`src/rtl/lsu_ctrl.sv`:
```
// Load/store unit for the MEM stage: one outstanding bus transaction at a time.
// It lane-aligns store data and masks, and extracts and extends load data.
module lsu_ctrl #(
  parameter int XLEN        = 64,
  parameter int TIMEOUT_CYC = 255,
  parameter int CNT_W       = 8
) (
  input  logic              clk,
  input  logic              rst,
  input  logic              req_valid,
  output logic              req_ready,
  input  logic              req_is_store,
  input  logic [1:0]        req_size,
  input  logic              req_unsigned,
  input  logic [XLEN-1:0]   req_addr,
  input  logic [XLEN-1:0]   req_wdata,
  output logic              mem_req_valid,
  input  logic              mem_req_ready,
  output logic              mem_req_we,
  output logic [XLEN-1:0]   mem_req_addr,
  output logic [XLEN-1:0]   mem_req_wdata,
  output logic [XLEN/8-1:0] mem_req_wmask,
  input  logic              mem_rsp_valid,
  input  logic [XLEN-1:0]   mem_rsp_rdata,
  output logic              rsp_valid,
  input  logic              rsp_ready,
  output logic [XLEN-1:0]   rsp_data,
  output logic              rsp_err
);
  localparam int MASK_W  = XLEN / 8;
  localparam int OFF_W   = $clog2(MASK_W);
  localparam int TO_LAST = (TIMEOUT_CYC == 0) ? 0 : TIMEOUT_CYC - 1;

  typedef enum logic [1:0] {IDLE, REQ, WAIT, RESP} state_t;
  state_t state, state_nxt;

  logic [1:0]       size_p0;
  logic             uns_p0;
  logic [OFF_W-1:0] off_p0;
  logic [CNT_W-1:0] cnt;
  logic             req_bad;
  logic             timeout_hit;

  function automatic logic is_misaligned(input logic [2:0] lo, input logic [1:0] size);
    case (size)
      2'd0:    return 1'b0;
      2'd1:    return lo[0];
      2'd2:    return |lo[1:0];
      default: return |lo;
    endcase
  endfunction

  function automatic logic [MASK_W-1:0] lane_mask(input logic [1:0] size, input logic [OFF_W-1:0] off);
    logic [7:0] m;
    case (size)
      2'd0:    m = 8'h01;
      2'd1:    m = 8'h03;
      2'd2:    m = 8'h0F;
      default: m = 8'hFF;
    endcase
    return MASK_W'(m) << off;
  endfunction

  // Shift the addressed lanes down, then sign- or zero-extend to XLEN.
  function automatic logic [XLEN-1:0] load_ext(input logic [XLEN-1:0] rdata, input logic [OFF_W-1:0] off,
                                               input logic [1:0] size, input logic uns);
    logic [XLEN-1:0]        sh;
    logic [XLEN-1:0]        zx;
    logic signed [XLEN-1:0] sx;
    logic signed [7:0]      b;
    logic signed [15:0]     h;
    logic signed [31:0]     w;
    sh = rdata >> {off, 3'b000};
    b  = sh[7:0];
    h  = sh[15:0];
    w  = sh[31:0];
    case (size)
      2'd0:    begin sx = XLEN'(b); zx = XLEN'(sh[7:0]);  end
      2'd1:    begin sx = XLEN'(h); zx = XLEN'(sh[15:0]); end
      2'd2:    begin sx = XLEN'(w); zx = XLEN'(sh[31:0]); end
      default: begin sx = sh;       zx = sh;              end
    endcase
    return uns ? zx : XLEN'(sx);
  endfunction

  assign req_bad     = is_misaligned(req_addr[2:0], req_size) || (XLEN == 32 && req_size == 2'd3);
  assign timeout_hit = (TIMEOUT_CYC != 0) && (cnt == CNT_W'(TO_LAST));

  always_ff @(posedge clk) begin
    if (rst) state <= IDLE;
    else     state <= state_nxt;
  end

  always_comb begin
    state_nxt     = state;
    req_ready     = 1'b0;
    mem_req_valid = 1'b0;
    rsp_valid     = 1'b0;
    case (state)
      IDLE: begin
        req_ready = 1'b1;
        if (req_valid) state_nxt = req_bad ? RESP : REQ;
      end
      REQ: begin
        mem_req_valid = 1'b1;
        if (mem_req_ready) state_nxt = WAIT;
      end
      WAIT: if (mem_rsp_valid || timeout_hit) state_nxt = RESP;
      RESP: begin
        rsp_valid = 1'b1;
        if (rsp_ready) state_nxt = IDLE;
      end
      default: state_nxt = IDLE;
    endcase
  end

  // Request capture and response formation
  always_ff @(posedge clk) begin
    if (rst) begin
      size_p0       <= '0;
      uns_p0        <= 1'b0;
      off_p0        <= '0;
      cnt           <= '0;
      mem_req_we    <= 1'b0;
      mem_req_addr  <= '0;
      mem_req_wdata <= '0;
      mem_req_wmask <= '0;
      rsp_data      <= '0;
      rsp_err       <= 1'b0;
    end else begin
      case (state)
        IDLE: if (req_valid) begin
          size_p0 <= req_size;
          uns_p0  <= req_unsigned;
          off_p0  <= req_addr[OFF_W-1:0];
          if (req_bad) begin
            rsp_data <= '0;
            rsp_err  <= 1'b1;
          end else begin
            mem_req_we    <= req_is_store;
            mem_req_addr  <= {req_addr[XLEN-1:OFF_W], {OFF_W{1'b0}}};
            mem_req_wdata <= req_is_store ? (req_wdata << {req_addr[OFF_W-1:0], 3'b000}) : '0;
            mem_req_wmask <= req_is_store ? lane_mask(req_size, req_addr[OFF_W-1:0]) : '0;
          end
        end
        REQ: if (mem_req_ready) cnt <= '0;
        WAIT: begin
          if (mem_rsp_valid) begin
            rsp_err  <= 1'b0;
            rsp_data <= mem_req_we ? '0 : load_ext(mem_rsp_rdata, off_p0, size_p0, uns_p0);
          end else begin
            cnt <= cnt + 1'b1;
            if (timeout_hit) begin
              rsp_err  <= 1'b1;
              rsp_data <= '0;
            end
          end
        end
        default: ;
      endcase
    end
  end
endmodule

```
`config.mk`:
```
export PLATFORM = sky130hd
export DESIGN_NAME = lsu_ctrl
export DESIGN_NICKNAME = d
export VERILOG_FILES = /design/src/rtl/lsu_ctrl.sv
export SDC_FILE = /design/constraint.sdc
export NUM_CORES = 1
export LEC_CHECK = 0
export BUFFER_PORTS_ARGS = -buffer_cell sky130_fd_sc_hd__buf_4
export CAP_MARGIN = 10
export CORE_MARGIN = 1
export CORE_UTILIZATION = 42
export CTS_BUF_LIST = sky130_fd_sc_hd__clkbuf_8
export CTS_CLUSTER_SIZE = 10
export DETAILED_ROUTE_END_ITERATION = 12
export PLACE_DENSITY = 0.82
export SETUP_SLACK_MARGIN = 0.2
export SLEW_MARGIN = 5
export SYNTH_ARGS = -nofsm -noshare
export SYNTH_HDL_FRONTEND = slang
export SYNTH_SLANG_ARGS = --single-unit
```
`constraint.sdc`:
```
create_clock -name clk -period 3.2 [get_ports clk]
set_input_delay 0.16 -clock clk [delete_from_list [all_inputs] [get_ports clk]]
set_output_delay 0.16 -clock clk [all_outputs]
set_load 0.01 [all_outputs]
```
Word level (Yosys, flattened, before mapping)
Cells that the tools add are included.
{"block": "totals", "reg_bits": 215, "latchBits": 0, "ramBits": 0, "romBits": 0, "input_bits": 202, "output_inout_bits": 205, "n_memories": 0}
{"block": "op_classes", "n_addsub": 1, "n_mul": 0, "div_mod_pow": 0, "order_cmp": 0, "eq_ne": 15, "n_shift": 3, "mux": 34, "bitwise": 1, "n_reduce_logical": 13}
{"op": "$mux W64", "count": 7}
{"op": "$pmux W64 S3", "count": 2}
{"op": "$pmux W64 S2", "count": 1}
{"op": "$shl A64 B6 Y64", "count": 1}
{"op": "$shr A64 B6 Y64", "count": 1}
{"op": "$mux W8", "count": 7}
{"op": "$pmux W8 S3", "count": 1}
{"op": "$pmux W8 S2", "count": 1}
{"op": "$ne A2 B2 Y1 const B", "count": 6}
{"op": "$mux W2", "count": 5}
{"op": "$add A8 B1 Y8 const B", "count": 1}
{"op": "$eq A2 B2 Y1 const B", "count": 4}
{"op": "$eq A8 B8 Y1 const B", "count": 1}
{"op": "$pmux W2 S4", "count": 1}
{"op": "$reduce_and A4 Y1", "count": 2}
{"op": "$shl A8 B3 Y8", "count": 1}
{"op": "$mux W1", "count": 7}
{"op": "$eq A2 B1 Y1 const B", "count": 3}
{"op": "$logic_not A2 Y1", "count": 3}
{"op": "$reduce_and A3 Y1", "count": 2}
{"op": "$reduce_bool A2 Y1", "count": 2}
{"op": "$ne A3 B3 Y1 const B", "count": 1}
{"op": "$pmux W1 S3", "count": 1}
{"op": "$reduce_or A3 Y1", "count": 1}
{"op": "other kinds (5)", "count": 5}

Logic depth before layout (Yosys ltp)
{"block": "logic_depth", "depth_word": 8, "mapped_depth": 10, "mapped_depth_nobuf": 7}

Worst setup path before layout
OpenSTA, ideal clock, no wires.
{"block": "synth_path", "path_kind": "register to register", "from": "register state[0]", "to": "register rsp_data[21]", "arrival_time_ns": 2.021, "path_slack_ns": 1.119, "stages_incl_launch_ff": 10, "path_cell_list": "dfxtp_1 inv_1 ha_1 inv_1 o311ai_2 nand4_1 buf_2 nor2_1 buf_2 a221o_1"}
{"block": "synth_via", "elab_chain_cells": 3, "elab_cells_between_ends": 8, "cone_classes": "4 x eq/ne; 1 x mux; 3 x reduce/logical"}
{"element": "start: declaration", "line_no": "35", "text": "state_t state, state_nxt;"}
{"element": "start signal: assignment", "line_no": "91", "text": "else state <= state_nxt;"}
{"element": "$eq A2 B2 Y1 / $logic_not A2 Y1 (equally long branches)", "line_no": "131", "text": "case (state)"}
{"element": "$ne A3 B3 Y1 (no line) (tied with other cells)"}
{"element": "$reduce_and A4 Y1 (no line)"}
{"element": "end signal: assignment", "line_no": "150", "text": "rsp_data <= mem_req_we ? '0 : load_ext(mem_rsp_rdata, off_p0, size_p0, uns_p0);"}
{"element": "end: declaration", "line_no": "27", "text": "output logic [XLEN-1:0] rsp_data,"}
Several ways; a longest one is shown, not always the timed one.
A chain may end at the register's enable or synchronous reset.

Worst setup path in the final report
{"block": "layout_path", "from": "register off_p0[1]", "to": "register rsp_data[34]"}
{"block": "layout_via", "elab_chain_cells": 6, "elab_cells_between_ends": 7, "cone_classes": "1 x shift; 6 x mux"}
{"element": "start: declaration", "line_no": "39", "text": "logic [OFF_W-1:0] off_p0;"}
{"element": "start signal: assignment", "line_no": "135", "text": "off_p0 <= req_addr[OFF_W-1:0];"}
{"element": "$shr A64 B6 Y64 *", "line_no": "73", "text": "sh = rdata >> {off, 3'b000};"}
{"element": "$pmux W64 S3", "line_no": "77", "text": "case (size)"}
{"element": "$mux W64 *", "line_no": "83", "text": "return uns ? zx : XLEN'(sx);"}
{"element": "$mux W64 *", "line_no": "150"}
{"element": "$mux W64 *", "line_no": "148", "text": "if (mem_rsp_valid) begin"}
{"element": "$pmux W64 S2 *", "line_no": "131"}
Every way passes the cells marked *; elsewhere a longest branch is shown, timed or not.

==> impl_metrics.tcl <==
set metrics [dict create \
    post_cts_buffers 0 \
    ys_warn_count 0 \
    synth-seq-cells 215 \
    drt-initial-drc-count 1326 \
    ys.flop_type "dfxtp_1" \
    worst_slew_pin_slew_ns 1.03 \
    first_pass_iters 5 \
    wire_per_inst_um 20.0 \
    cts_sinks 215 \
    routed_wl_um 42400 \
    whs_ns 0.0146 \
    peakVddDrop_mv 0.414 \
    rsz0062_at_grt "false" \
    rows 59 \
    io_buffers 403 \
    relSlewSlack_pct 31.2 \
    cts_buffer_depth 3 \
    endpoint "rsp_data[34]" \
    synth_cells 1319 \
    dr_wl_met2_um 20300 \
    dp_hpwl_um 28800 \
    core_area_um2 26100 \
    setup_ws_ns 0.465 \
    route.detailed.drc 0 \
    period_needed_ns 2.74 \
    r2r_start "off_p0[1]" \
    clkLatencyLatePin_ns 0.54 \
    die_w_um 165 \
    cp-end-kind "register" \
    cts.reportedPaths.clkPinSlew_ns 0.06 \
    met1_length_um 15700 \
    nets 1969 \
    place_ws_ns 0.499 \
    synth_top_family_by_area "compound AO/OA/AOI/OAI gates" \
    max_freq_mhz 366 \
    grt_pass1_wl_um 62800 \
    vias_per_cell 5.72 \
    critical_path_arrival_ns 3.09 \
    die_h_um 165 \
    synth_area_per_cell_um2 8.48 \
    worst-r2r-setup-slack_ns 0.46 \
    setup_viol 0 \
    reg2reg_depth 5 \
    ant_nets 0 \
    final_common_cell "buf_4" \
    seq_area_frac_synth_pct 38.5 \
    track_usage_pct 29.5 \
    grt_start_max_net_pins 91 \
    vias 12134 \
    cts_tree "done" \
    grt_pass1_vias 11538 \
    r2r_end "rsp_data[34]" \
    path_max_fanout 32 \
    synth-simple-area-share_pct 15.4 \
    synth_fa_ha_area_share_pct 0.671 \
    status "finished, final reports clean" \
    ys_types 59 \
    place.gp.congestion 0.969 \
    dr.max_layer_used "met4" \
    final_max_slew_viol_count 0 \
    fillers 2076 \
    tns_ns 0 \
    start_util_pct 42.9 \
    synth_edf_count 0 \
    cts-root-buf "clkbuf_8" \
    finish.instance_area_um2 16000 \
    io-pin-count 407 \
    place_area_um2 14300 \
    synth-xor-area-share_pct 0.392 \
    cts_buffers 39 \
    layout-drive-gt1-share_pct 30.5 \
    worstSetupPathType "register to register" \
    critPathMaxStageDelay_ns 0.75 \
    powerDensity_nw_per_um2 508 \
    syn-cell-area_um2 11200 \
    skew_ns 0.0251 \
    worstSetupStartpoint "off_p0[1]" \
    cap_violations 0 \
    antenna_found_initial 1 \
    hold_viol_final 0 \
    wl_met3_um 4470 \
    cp-start-kind "register" \
    hold_class "input port to register" \
    globalRouteOverflowTotal 0 \
    die-area_um2 27300 \
    critPathSlowestCell "a21o_1" \
    area_delta_synth_final_pct 43.4 \
    path_cells "mux2_2 -> mux4_2 -> a2bb2oi_2 -> a21o_1 -> o21ai_0" \
    htreeDepth 2 \
    ys_async_sr_fraction_pct 0 \
    synth-compound-area-share_pct 20.2 \
    timing.final.crit_share_pct 85.5 \
    cp_data_required_time_ns 3.56 \
    muxShareOfSynthArea_pct 19.4 \
    p_leak_nw 6.96 \
    final_cell_mix "423 x buf_4, 217 x nand2_1, 212 x dfxtp_1" \
]
==> synthesized netlist by cell type, types with 2 or more instances <==
cell	number	area (um^2)
a2bb2oi_1	15	131
buf_6	2	22.5
nand3_1	18	90.1
o22ai_1	16	100
a221o_1	15	150
nand2b_1	12	75.1
a22oi_1	51	383
mux2_2	30	338
nor2b_1	22	138
a211o_1	8	70.1
nand2_1	218	818
or3_1	2	12.5
nor3_1	11	55.1
inv_1	21	78.8
buf_2	41	205
clkbuf_2	3	15.0
mux2i_1	137	1370
ha_1	6	75.1
and2_1	2	12.5
and3_1	2	12.5
nor2_1	105	394
or2_2	2	12.5
a211oi_1	27	203
buf_4	4	30.0
a21o_1	3	22.5
buf_1	6	22.5
nand3b_1	2	15.0
nand4_1	5	31.3
dfxtp_1	215	4300
xor2_1	4	35.0
clkbuf_1	61	229
a21oi_1	135	676
mux4_2	20	450
o21ai_0	73	365
==> state kept, by name, summed over array words and instances, names as in the netlist <==
register / cells
off_p0: 3
mem_req_wmask: 8
cnt: 8
rsp_err: 1
mem_req_we: 1
state: 2
mem_req_addr: 61
size_p0: 2
uns_p0: 1
rsp_data: 64
mem_req_wdata: 64
==> through the flow <==
stage	util (%)	cells	total power (W)
3_3_place_gp	55.1	1964	0.00536
3_5_place_dp	55.1	1964	0.00540
2_1_floorplan	-	1321	0.00449
5_1_grt	61.5	2121	0.00852
4_1_cts	61.5	2120	0.00813
6_report	61.5	2121	0.00816
==> layout make-up <==
class                   instances  area, um^2  area share (%)
repair buffers                516        4130            25.7
multi-input cells             966        6320            39.4
well taps                     335         419            2.61
clock inverters                15        86.3           0.538
flip-flops and latches        215        4310            26.9
clock buffers                  50         688            4.29
diodes                          1        2.50          0.0156
inverters                      23        86.3           0.538
==> worst max-delay path, delay by kind of cell (launching register included) <==
kind,cells,cell delay [ns]
compound gates,3,1.16
mux,2,0.88
flops,1,0.52
==> how the worst min path moves through the flow <==
stage / start / endpoint / slack, ns / cells past startpoint
after floorplan: req_addr[10] / mem_req_addr[10] / 0.30 / 2
after global placement: req_addr[39] / mem_req_addr[39] / 0.41 / 3
after detailed placement: req_addr[38] / mem_req_addr[38] / 0.42 / 3
after CTS: mem_rsp_rdata[63] / rsp_data[63] / 0.0002 / 3
after global routing: mem_rsp_rdata[63] / rsp_data[63] / 0.04 / 3
final: req_wdata[13] / mem_req_wdata[21] / 0.01 / 5
==> timing repair <==
action                                 4_1_cts  5_1_grt
setup endpoints to repair                    0        7
endpoints found under the hold margin      100        0
resized for setup                            0        1
hold buffers                                91        0
==> report_power, final <==
group,internal [W],switching (W),total [W]
Sequential,0.00285,0.000145,0.00300
Combinational,0.00109,0.00143,0.00251
Clock,0.00147,0.00118,0.00265
Total,0.00540,0.00275,0.00816
==> layer usage <==
layer,vias up,global-route usage [%]
li1,5570,-
met1,5699,34.5
met2,749,49.0
met3,116,8.44
met4,0,14.7
met5,-,0
==> logic make-up after synthesis <==
kind of cell	count (synthesis)
buffers and inverters	140
other	1
adder cells (fa/ha/maj)	6
multiplexers	188
XOR/XNOR	5
AND/OR/NAND/NOR	407
AO/OA/AOI/OAI	357
flip-flops	215
No activity file was read; power rests on OpenSTA's default activity.
